**src/rtl/alu_share_arbiter.sv**
```systemverilog
// alu_share_arbiter: round-robin sharing of one combinational ALU among NREQ
// requesters. An accepted op is captured, driven to the ALU for one cycle,
// and its result is held as a response until the consumer takes it.
module alu_share_arbiter #(
    parameter int  NREQ  = 4,
    parameter int  WIDTH = 64,
    localparam int IDW   = $clog2(NREQ)
) (
    input  logic                        clk,
    input  logic                        reset,
    input  logic [NREQ-1:0]             req_valid,
    input  logic [NREQ-1:0][2:0]        req_cntrl,
    input  logic [NREQ-1:0][WIDTH-1:0]  req_a,
    input  logic [NREQ-1:0][WIDTH-1:0]  req_b,
    output logic [NREQ-1:0]             req_ready,
    output logic [2:0]                  alu_cntrl,
    output logic [WIDTH-1:0]            alu_a,
    output logic [WIDTH-1:0]            alu_b,
    input  logic [WIDTH-1:0]            alu_result,
    input  logic [3:0]                  alu_flags,
    output logic                        rsp_valid,
    output logic [IDW-1:0]              rsp_id,
    output logic [WIDTH-1:0]            rsp_result,
    output logic [3:0]                  rsp_flags,
    input  logic                        rsp_ready
);

    localparam logic [1:0] IDLE = 2'd0;
    localparam logic [1:0] EXEC = 2'd1;
    localparam logic [1:0] RESP = 2'd2;

    logic [1:0]       state_q, state_d;
    logic [IDW-1:0]   rr_ptr_q, rr_ptr_d;
    logic [IDW-1:0]   id_q, id_d;
    logic [2:0]       op_cntrl_q, op_cntrl_d;
    logic [WIDTH-1:0] op_a_q, op_a_d;
    logic [WIDTH-1:0] op_b_q, op_b_d;
    logic [WIDTH-1:0] rsp_result_q, rsp_result_d;
    logic [3:0]       rsp_flags_q, rsp_flags_d;

    logic             grant_found;
    logic [IDW-1:0]   grant_idx;
    int unsigned      scan_pos;
    logic [IDW-1:0]   scan_idx;

    // Pick the first valid requester scanning upward from rr_ptr with wrap at NREQ
    always_comb begin
        grant_found = 1'b0;
        grant_idx   = '0;
        scan_pos    = 0;
        scan_idx    = '0;
        for (int unsigned off = 0; off < NREQ; off++) begin
            scan_pos = 32'(rr_ptr_q) + off;
            if (scan_pos >= NREQ) begin
                scan_pos = scan_pos - NREQ;
            end
            scan_idx = IDW'(scan_pos);
            if (!grant_found && req_valid[scan_idx]) begin
                grant_found = 1'b1;
                grant_idx   = scan_idx;
            end
        end
    end

    // One-hot accept, only while idle and never while reset is asserted
    always_comb begin
        req_ready = '0;
        if (reset && (state_q == IDLE) && grant_found) begin
            req_ready[grant_idx] = 1'b1;
        end
    end

    // Next-state, operand capture and response capture
    always_comb begin
        state_d      = state_q;
        rr_ptr_d     = rr_ptr_q;
        id_d         = id_q;
        op_cntrl_d   = op_cntrl_q;
        op_a_d       = op_a_q;
        op_b_d       = op_b_q;
        rsp_result_d = rsp_result_q;
        rsp_flags_d  = rsp_flags_q;
        case (state_q)
            IDLE: begin
                if (grant_found) begin
                    op_cntrl_d = req_cntrl[grant_idx];
                    op_a_d     = req_a[grant_idx];
                    op_b_d     = req_b[grant_idx];
                    id_d       = grant_idx;
                    rr_ptr_d   = (grant_idx == IDW'(NREQ - 1)) ? '0 : grant_idx + 1'b1;
                    state_d    = EXEC;
                end
            end
            EXEC: begin
                rsp_result_d = alu_result;
                rsp_flags_d  = alu_flags;
                state_d      = RESP;
            end
            RESP: begin
                if (rsp_ready) begin
                    state_d = IDLE;
                end
            end
            default: state_d = IDLE;
        endcase
    end

    // State registers with synchronous active-low reset
    always_ff @(posedge clk) begin
        if (!reset) begin
            state_q      <= IDLE;
            rr_ptr_q     <= '0;
            id_q         <= '0;
            op_cntrl_q   <= '0;
            op_a_q       <= '0;
            op_b_q       <= '0;
            rsp_result_q <= '0;
            rsp_flags_q  <= '0;
        end else begin
            state_q      <= state_d;
            rr_ptr_q     <= rr_ptr_d;
            id_q         <= id_d;
            op_cntrl_q   <= op_cntrl_d;
            op_a_q       <= op_a_d;
            op_b_q       <= op_b_d;
            rsp_result_q <= rsp_result_d;
            rsp_flags_q  <= rsp_flags_d;
        end
    end

    assign alu_cntrl  = op_cntrl_q;
    assign alu_a      = op_a_q;
    assign alu_b      = op_b_q;
    assign rsp_valid  = (state_q == RESP);
    assign rsp_id     = id_q;
    assign rsp_result = rsp_result_q;
    assign rsp_flags  = rsp_flags_q;

endmodule
```
**config.mk**
```make
export PLATFORM = sky130hd
export DESIGN_NAME = alu_share_arbiter
export DESIGN_NICKNAME = d
export VERILOG_FILES = /design/src/rtl/alu_share_arbiter.sv
export SDC_FILE = /design/constraint.sdc
export NUM_CORES = 1
export LEC_CHECK = 0
export CORE_AREA = 2 2 312 314
export CTS_CLUSTER_SIZE = 28
export DETAILED_ROUTE_END_ITERATION = 8
export DIE_AREA = 0 0 314 316
export DONT_BUFFER_PORTS = 1
export PLACE_DENSITY = 0.3
export RECOVER_POWER = 100
export SLEW_MARGIN = 20
export SYNTH_ARGS = -nofsm -noshare
export SYNTH_HDL_FRONTEND = slang
export SYNTH_SLANG_ARGS = --single-unit
export TNS_END_PERCENT = 5
```
**constraint.sdc**
```tcl
create_clock -name clk -period 1.84 [get_ports clk]
set_input_delay 0.46 -clock clk [delete_from_list [all_inputs] [get_ports clk]]
set_output_delay 0.46 -clock clk [all_outputs]
set_load 0.01 [all_outputs]
```
==> run_results.csv, run 1 <==
group,metric,value,unit
worst_setup_path,crit_arrival,1.76,ns
drt,drc,0,
layout,fillers,10690,
logic_synthesis,synth_top_area_share,35.16,%
timing,relSlewSlack,61.98,%
timing,setup_viol,129,
die,die_area,99220,sq um
die,start_util,12.16,%
drt,drt_first_pass_iters,5,
outcome,status,"finished with violations",
layout,nNetsFinal,2142,
layout,layout-drive-gt1-share,23.50,%
place,dp.cells,2644,
clocking,htree_num_levels,1,
timing,hold_ws,0.03490,ns
logic_synthesis,synth.distinct_cells,36,
layout,areaGrowthSynthToFinish,46.86,%
power_and_ir_drop,powerDensity,1038,nW/um^2
drt,vias,12594,
logic_synthesis,synth.largest_area_cell,"dfxtp_1",
timing,post-route-min-period,2.221,ns
die,rows,114,
logic_synthesis,synth_nets,2018,
clocking,clockRootBuffer,"clkbuf_16",
logic_synthesis,yosysSeqAreaShare,35.16,%
drt,drt_iter0_markers,893,
logic_synthesis,yosysMostFrequentCell,"dfxtp_1",
place,place_ws,-0.5344,ns
die,die_h,316,microns
place,routabilityCongestion,0.8598,
timing,finalHoldViolCount,0,
worst_setup_path,critical_path_class,"reg -> out",
power_and_ir_drop,irDropWorstVdd,666.5,uV
clocking,clkSinkCount,205,
clocking,insertion_delay,0.61,ns
drt,wl_per_cell,25.85,microns
layout,final_core_util,17.86,%
worst_setup_path,endpoint_kind,"output pin",
drt,wl,73.52,mm
clocking,cts_buffers,29,
timing,max_freq,450.3,MHz
logic_synthesis,ys_top_cells_by_count,"dfxtp_1, o21ai_0, nand2_1, a21oi_1",
outcome,violations,"setup timing",
logic_synthesis,ys_async_sr_fraction,0,%
worst_setup_path,start_kind,"register",
global_route,grt_pass1_wl,96.87,mm
timing,setup_tns,-16.79,ns
die,fp.dieW,314,microns
timing,setup_ws,-0.3809,ns
global_route,grt_max_degree,176,
worst_setup_path,cp.required,1.38,ns
timing,fin_crit_sh,120.7,%
die,ioPinCount,805,
clocking,cts.clk_slew.worst_paths,0.06,ns
die,core_area,95990,sq um
run,maxCapViolations,0,
logic_synthesis,synthesis.area,11670,sq um
timing,final_max_slew_viol_count,0,
place,dp_hpwl,52.17,mm
drt,ant_nets,0,
global_route,grt_pass1_vias,12447,
logic_synthesis,synthCells,1419,
timing,rsz0062_at_grt,"yes",
global_route,antenna_found_initial,12,
global_route,grt_overflow,0,
logic_synthesis,postSynthAreaPerCell,8.227,sq um
clocking,cts_tree,"built",
timing,worst_pin_slew,0.5703,ns
clocking,clk_path_buf_depth,3,
worst_hold_path,hp-class,"in -> reg",
drt,vias_per_cell,4.428,
layout,final_cells,2844,
global_route,track_usage,13.55,%
logic_synthesis,synth_area_leaders,"dfxtp_1, a221oi_2, o21ai_0",
logic_synthesis,synth_flop_cell,"dfxtp_1",
logic_synthesis,yosys_register_bits,205,
logic_synthesis,synth_warnings,0,
power_and_ir_drop,leakage,0.005863,uW
timing,finalClockSkew,0.03454,ns
worst_setup_path,critical_path_peak_fanout,5,
place,port_buffers,0,
logic_synthesis,synth_edf_count,0,
metrics by stage:
| stage | instance area, sq um | power (uW) |
|---|---|---|
| floorplan | 11690 | 8841 |
| global placement | 13800 | 11050 |
| detailed placement | 13800 | 11070 |
| CTS | 16740 | 17850 |
| global route | 17140 | 18710 |
| finish | 17140 | 17800 |
worst max-delay path, stage by stage (launching register included):
cell and delay [ns]:
dfxtp_4 0.39, buf_6 0.11, and2b_2 0.20, a211oi_4 0.05, buf_4 0.16, nor3_4 0.24
routing by layer:
layer | track usage [%] | wire [microns]
met2 | 23.02 | 35680
met1 | 16.23 | 29710
met5 | 0 | 13
met3 | 3.647 | 5538
met4 | 5.231 | 2577
repair_timing:
action	4_1_cts	5_1_grt
endpoints found under the hold margin	100	1
gates resized for setup	100	64
buffers inserted	20	7
pin swaps	16	18
hold buffers	110	1
endpoints found under the setup margin	129	138
cloned	5	1
cell type report:
cell class,instances,area (sq um),share of cell area (%)
antenna,6,15.01,0.08758
tap,1276,1597,9.313
sequential,205,4119,24.03
clock inverter,11,96.34,0.5620
clock buffer,39,823.3,4.802
timing repair buffer,263,2955,17.24
inverter,4,15.01,0.08758
multi-input combinational,1040,7523,43.88
where the power goes:
part	internal [uW]	total (uW)	switching [uW]
logic	2660	6190	3530
registers	5070	5930	859
clock network	3250	5680	2440
sequential cells by signal, indices dropped and copies added, names as in the netlist:
signal      count
rr_ptr_q        2
rsp_flags       4
rsp_id          2
state_q         2
alu_b          64
alu_a          64
rsp_result     64
alu_cntrl       3
cell usage in the layout, fill, tap and decap left out, drive strengths merged:
master and count:
a211o 3, a211oi 3, a21boi 70, a21o 132, a21oi 136, a221oi 131
a22oi 1, a31oi 1, and2b 2, and3 1, buf 149, bufbuf 2
bufinv 1, clkbuf 41, clkinv 7, clkinvlp 2, dfxtp 205, diode 6
dlygate4sd3 110, inv 5, nand2 139, nand2b 4, nand3 132, nor2 6
nor2b 7, nor3 2, o21a 1, o21ai 266, o221a 2, o22ai 1
final timing paths:
path / startpoint / to / slack (ns) / depth (start not counted)
hold reg to reg: rsp_result[56]$_SDFFE_PN0N_ / rsp_result[56]$_SDFFE_PN0N_ / 0.51 / 2
hold / removal: reset / alu_b[58]$_SDFFE_PN0P_ / 0.03 / 2
setup reg to reg: rr_ptr_q[0]$_SDFFE_PN0P_ / alu_a[58]$_SDFFE_PN0P_ / -0.33 / 8
setup / recovery: rr_ptr_q[1]$_SDFFE_PN0P_ / req_ready[2] / -0.38 / 5
cells by family (layout without fill, tap and decap cells):
logic type / Yosys count / after routing / share of synthesized area [%]
compound gates: 747 / 747 / 45.98
buf+inv: 174 / 317 / 7.578
flops: 205 / 205 / 35.16
other cells: 0 / 6 / 0
simple gates: 293 / 293 / 11.29
Power figures use the tool's default switching activity.
==> run 2: changes to the inputs <==
ABC_AREA = 1   (was default)
CORE_AREA = 2 2 310 312   (was 2 2 312 314)
DIE_AREA = 0 0 312 314   (was 0 0 314 316)
==> run_results.csv, run 2 <==
group,metric,value,unit
outcome,status,"finished with violations",
outcome,violations,"setup timing",
die,fp.dieW,312,microns
power_and_ir_drop,p_int,21680,uW
timing,post-route-min-period,2.828,ns
place,port_buffers,0,
logic_synthesis,synthesis.area,12920,sq um
logic_synthesis,postSynthAreaPerCell,5.807,sq um
die,start_util,13.68,%
logic_synthesis,synth_edf_count,0,
power_and_ir_drop,clockPowerShare,12.8,%
layout,areaGrowthSynthToFinish,37.16,%
global_route,grt_overflow,0,
timing,final_max_slew_viol_count,0,
clocking,cts.clk_slew.worst_paths,0.06,ns
timing,finalClockSkew,0.01319,ns
drt,vias_per_cell,4.216,
worst_setup_path,critical_path_class,"reg -> out",
power_and_ir_drop,powerDensity,2548,nW/um^2
drt,wl,71.88,mm
timing,setup_viol,139,
layout,final_common_cell,"nand2_1",
logic_synthesis,synth_warnings,0,
worst_setup_path,critical_path_peak_fanout,4,
die,die_area,97970,sq um
layout,postLayoutCellArea,17720,sq um
logic_synthesis,synth_top_area_share,31.76,%
global_route,track_usage,13.47,%
global_route,antenna_found_initial,7,
layout,layout-drive-gt1-share,15.00,%
power_and_ir_drop,irDropWorstVdd,1093,uV
worst_setup_path,max_stage_delay,0.37,ns
clocking,clk_path_buf_depth,3,
logic_synthesis,ys_top_cells_by_count,"nand2_1, nor2_1, nand3_1, dfxtp_1, nand4_1",
place,dp_hpwl,54.45,mm
timing,max_freq,353.5,MHz
clocking,clockRootBuffer,"clkbuf_16",
die,rows,113,
worst_setup_path,cp.required,1.38,ns
layout,nNetsFinal,2889,
logic_synthesis,synth_nets,2824,
worst_setup_path,crit_arrival,2.37,ns
logic_synthesis,synthCells,2225,
drt,wl_per_cell,20.07,microns
layout,final_core_util,18.76,%
timing,setup_ws,-0.9885,ns
global_route,grt_pass1_vias,14708,
drt,drc,0,
run,maxCapViolations,0,
clocking,insertion_delay,0.59,ns
logic_synthesis,yosys_register_bits,205,
timing,relSlewSlack,47.92,%
die,core_area,94450,sq um
power_and_ir_drop,swShare,51.97,%
logic_synthesis,synth_flop_cell,"dfxtp_1",
worst_setup_path,start_kind,"register",
logic_synthesis,synth.distinct_cells,25,
place,routabilityCongestion,0.9340,
place,place_area,15260,sq um
timing,finalHoldViolCount,0,
drt,drt_iter0_markers,934,
logic_synthesis,yosysSeqAreaShare,31.76,%
power_and_ir_drop,seqPwrFrac,18.9,%
drt,vias,15099,
drt,ant_nets,0,
power_and_ir_drop,power_frac_comb,68.3,%
timing,fin_crit_sh,153.7,%
layout,mostFrequentLayoutCells,"nand2_1, nor2_1, nand3_1",
worst_setup_path,slowest_stage,"dfxtp_4",
global_route,grt_max_degree,96,
logic_synthesis,synth_area_leaders,"dfxtp_1, nand2_1, nor2_1",
logic_synthesis,yosysMostFrequentCell,"nand2_1",
die,die_h,314,microns
logic_synthesis,ys_async_sr_fraction,0,%
clocking,cts_buffers,29,
timing,worst_pin_slew,0.7787,ns
global_route,grt_pass1_wl,100.9,mm
die,ioPinCount,805,
worst_setup_path,crit_chain,"buf_6 > nand2_4 > nand2_2 > buf_4 > nor2_1 > nor2_2 > nand3_4 > buf_6 > nand3_4 > buf_12 > nor2_4 > buf_12 > inv_4 > nor2_4",
clocking,clkSinkCount,205,
drt,drt_first_pass_iters,6,
power_and_ir_drop,p_sw,23460,uW
timing,rsz0062_at_grt,"yes",
worst_hold_path,hp-class,"in -> reg",
power_and_ir_drop,leakage,0.008422,uW
worst_setup_path,endpoint_kind,"output pin",
clocking,htree_num_levels,1,
logic_synthesis,synth.largest_area_cell,"dfxtp_1",
clocking,cts_tree,"built",
[run 2: layout make-up]
cell class              instances  area (sq um)
fillers                     10976         76720
multi-input cells            1725          7986
flip-flops and latches        205          4111
repair buffers                225          2658
well taps                    1265          1583
clock buffers                  43         848.3
inverters                     104         414.1
clock inverters                11         113.9
diodes                          3         7.507
[run 2: timing repair]
item,CTS,global route
resized for setup,98,74
hold buffers,44,0
setup endpoints to repair,141,140
buffers inserted,14,11
endpoints found under the hold margin,55,0
cloned,5,4
pin swaps,25,59
[run 2: worst max-delay path, delay by kind of cell, from the launching register on]
kind | cells | cell delay, ns
buffers and inverters | 6 | 0.70
AND/OR/NAND/NOR | 8 | 0.70
flip-flops | 1 | 0.37
[run 2: per-stage QoR]
stage	std cells	total power (uW)	hold WS [ns]	TNS (ns)	setup WS, ns
2_1_floorplan	2225	25580	0.5105	-0.9637	-0.2545
3_3_place_gp	3446	36600	0.5222	-75.32	-0.7233
3_5_place_dp	3446	36550	0.5273	-76.06	-0.7262
4_1_cts	3563	44740	0.001771	-66.68	-1.051
5_1_grt	3579	49390	0.01202	-90.08	-1.108
6_report	3581	45150	0.05915	-72.73	-0.9885
[run 2: power by group through the flow]
stage / Combinational [uW] / Clock, uW / Sequential, uW
after global routing: 34500 / 6200 / 8720
final: 30900 / 5760 / 8530
after global placement: 27900 / 0 / 8740
after floorplan: 17900 / 0 / 7660
after CTS: 30000 / 6090 / 8630
after detailed placement: 27800 / 0 / 8730
[run 2: metal layers]
metal	routed length [microns]	global-route usage [%]	part of all wire (%)	vias up
li1	-	-	-	7346
met1	29210	16.34	41	7077
met2	35840	23.69	50	592
met3	5129	3.458	7.1	80
met4	1675	3.267	2.3	4
met5	27	0	0.038	-
[run 2: cells by family (layout without fill, tap and decap cells)]
kind of cell	count (synthesis)	count (layout)	share of synthesized area, %
flip-flops	205	205	31.76
buffers and inverters	296	383	10.17
other	0	3	0
AO/OA/AOI/OAI	119	119	4.638
AND/OR/NAND/NOR	1605	1606	53.43
[run 2: path summary, 6_finish.rpt]
| check | from | endpoint | slack (ns) | cells after the start |
|---|---|---|---|---|
| setup reg to reg | rr_ptr_q[0]$_SDFFE_PN0P_ | alu_b[35]$_SDFFE_PN0P_ | -0.63 | 19 |
| setup / recovery | rr_ptr_q[0]$_SDFFE_PN0P_ | req_ready[1] | -0.99 | 14 |
| hold reg to reg | rsp_result[24]$_SDFFE_PN0N_ | rsp_result[24]$_SDFFE_PN0N_ | 0.53 | 2 |
| hold / removal | alu_result[57] | rsp_result[57]$_SDFFE_PN0N_ | 0.06 | 2 |
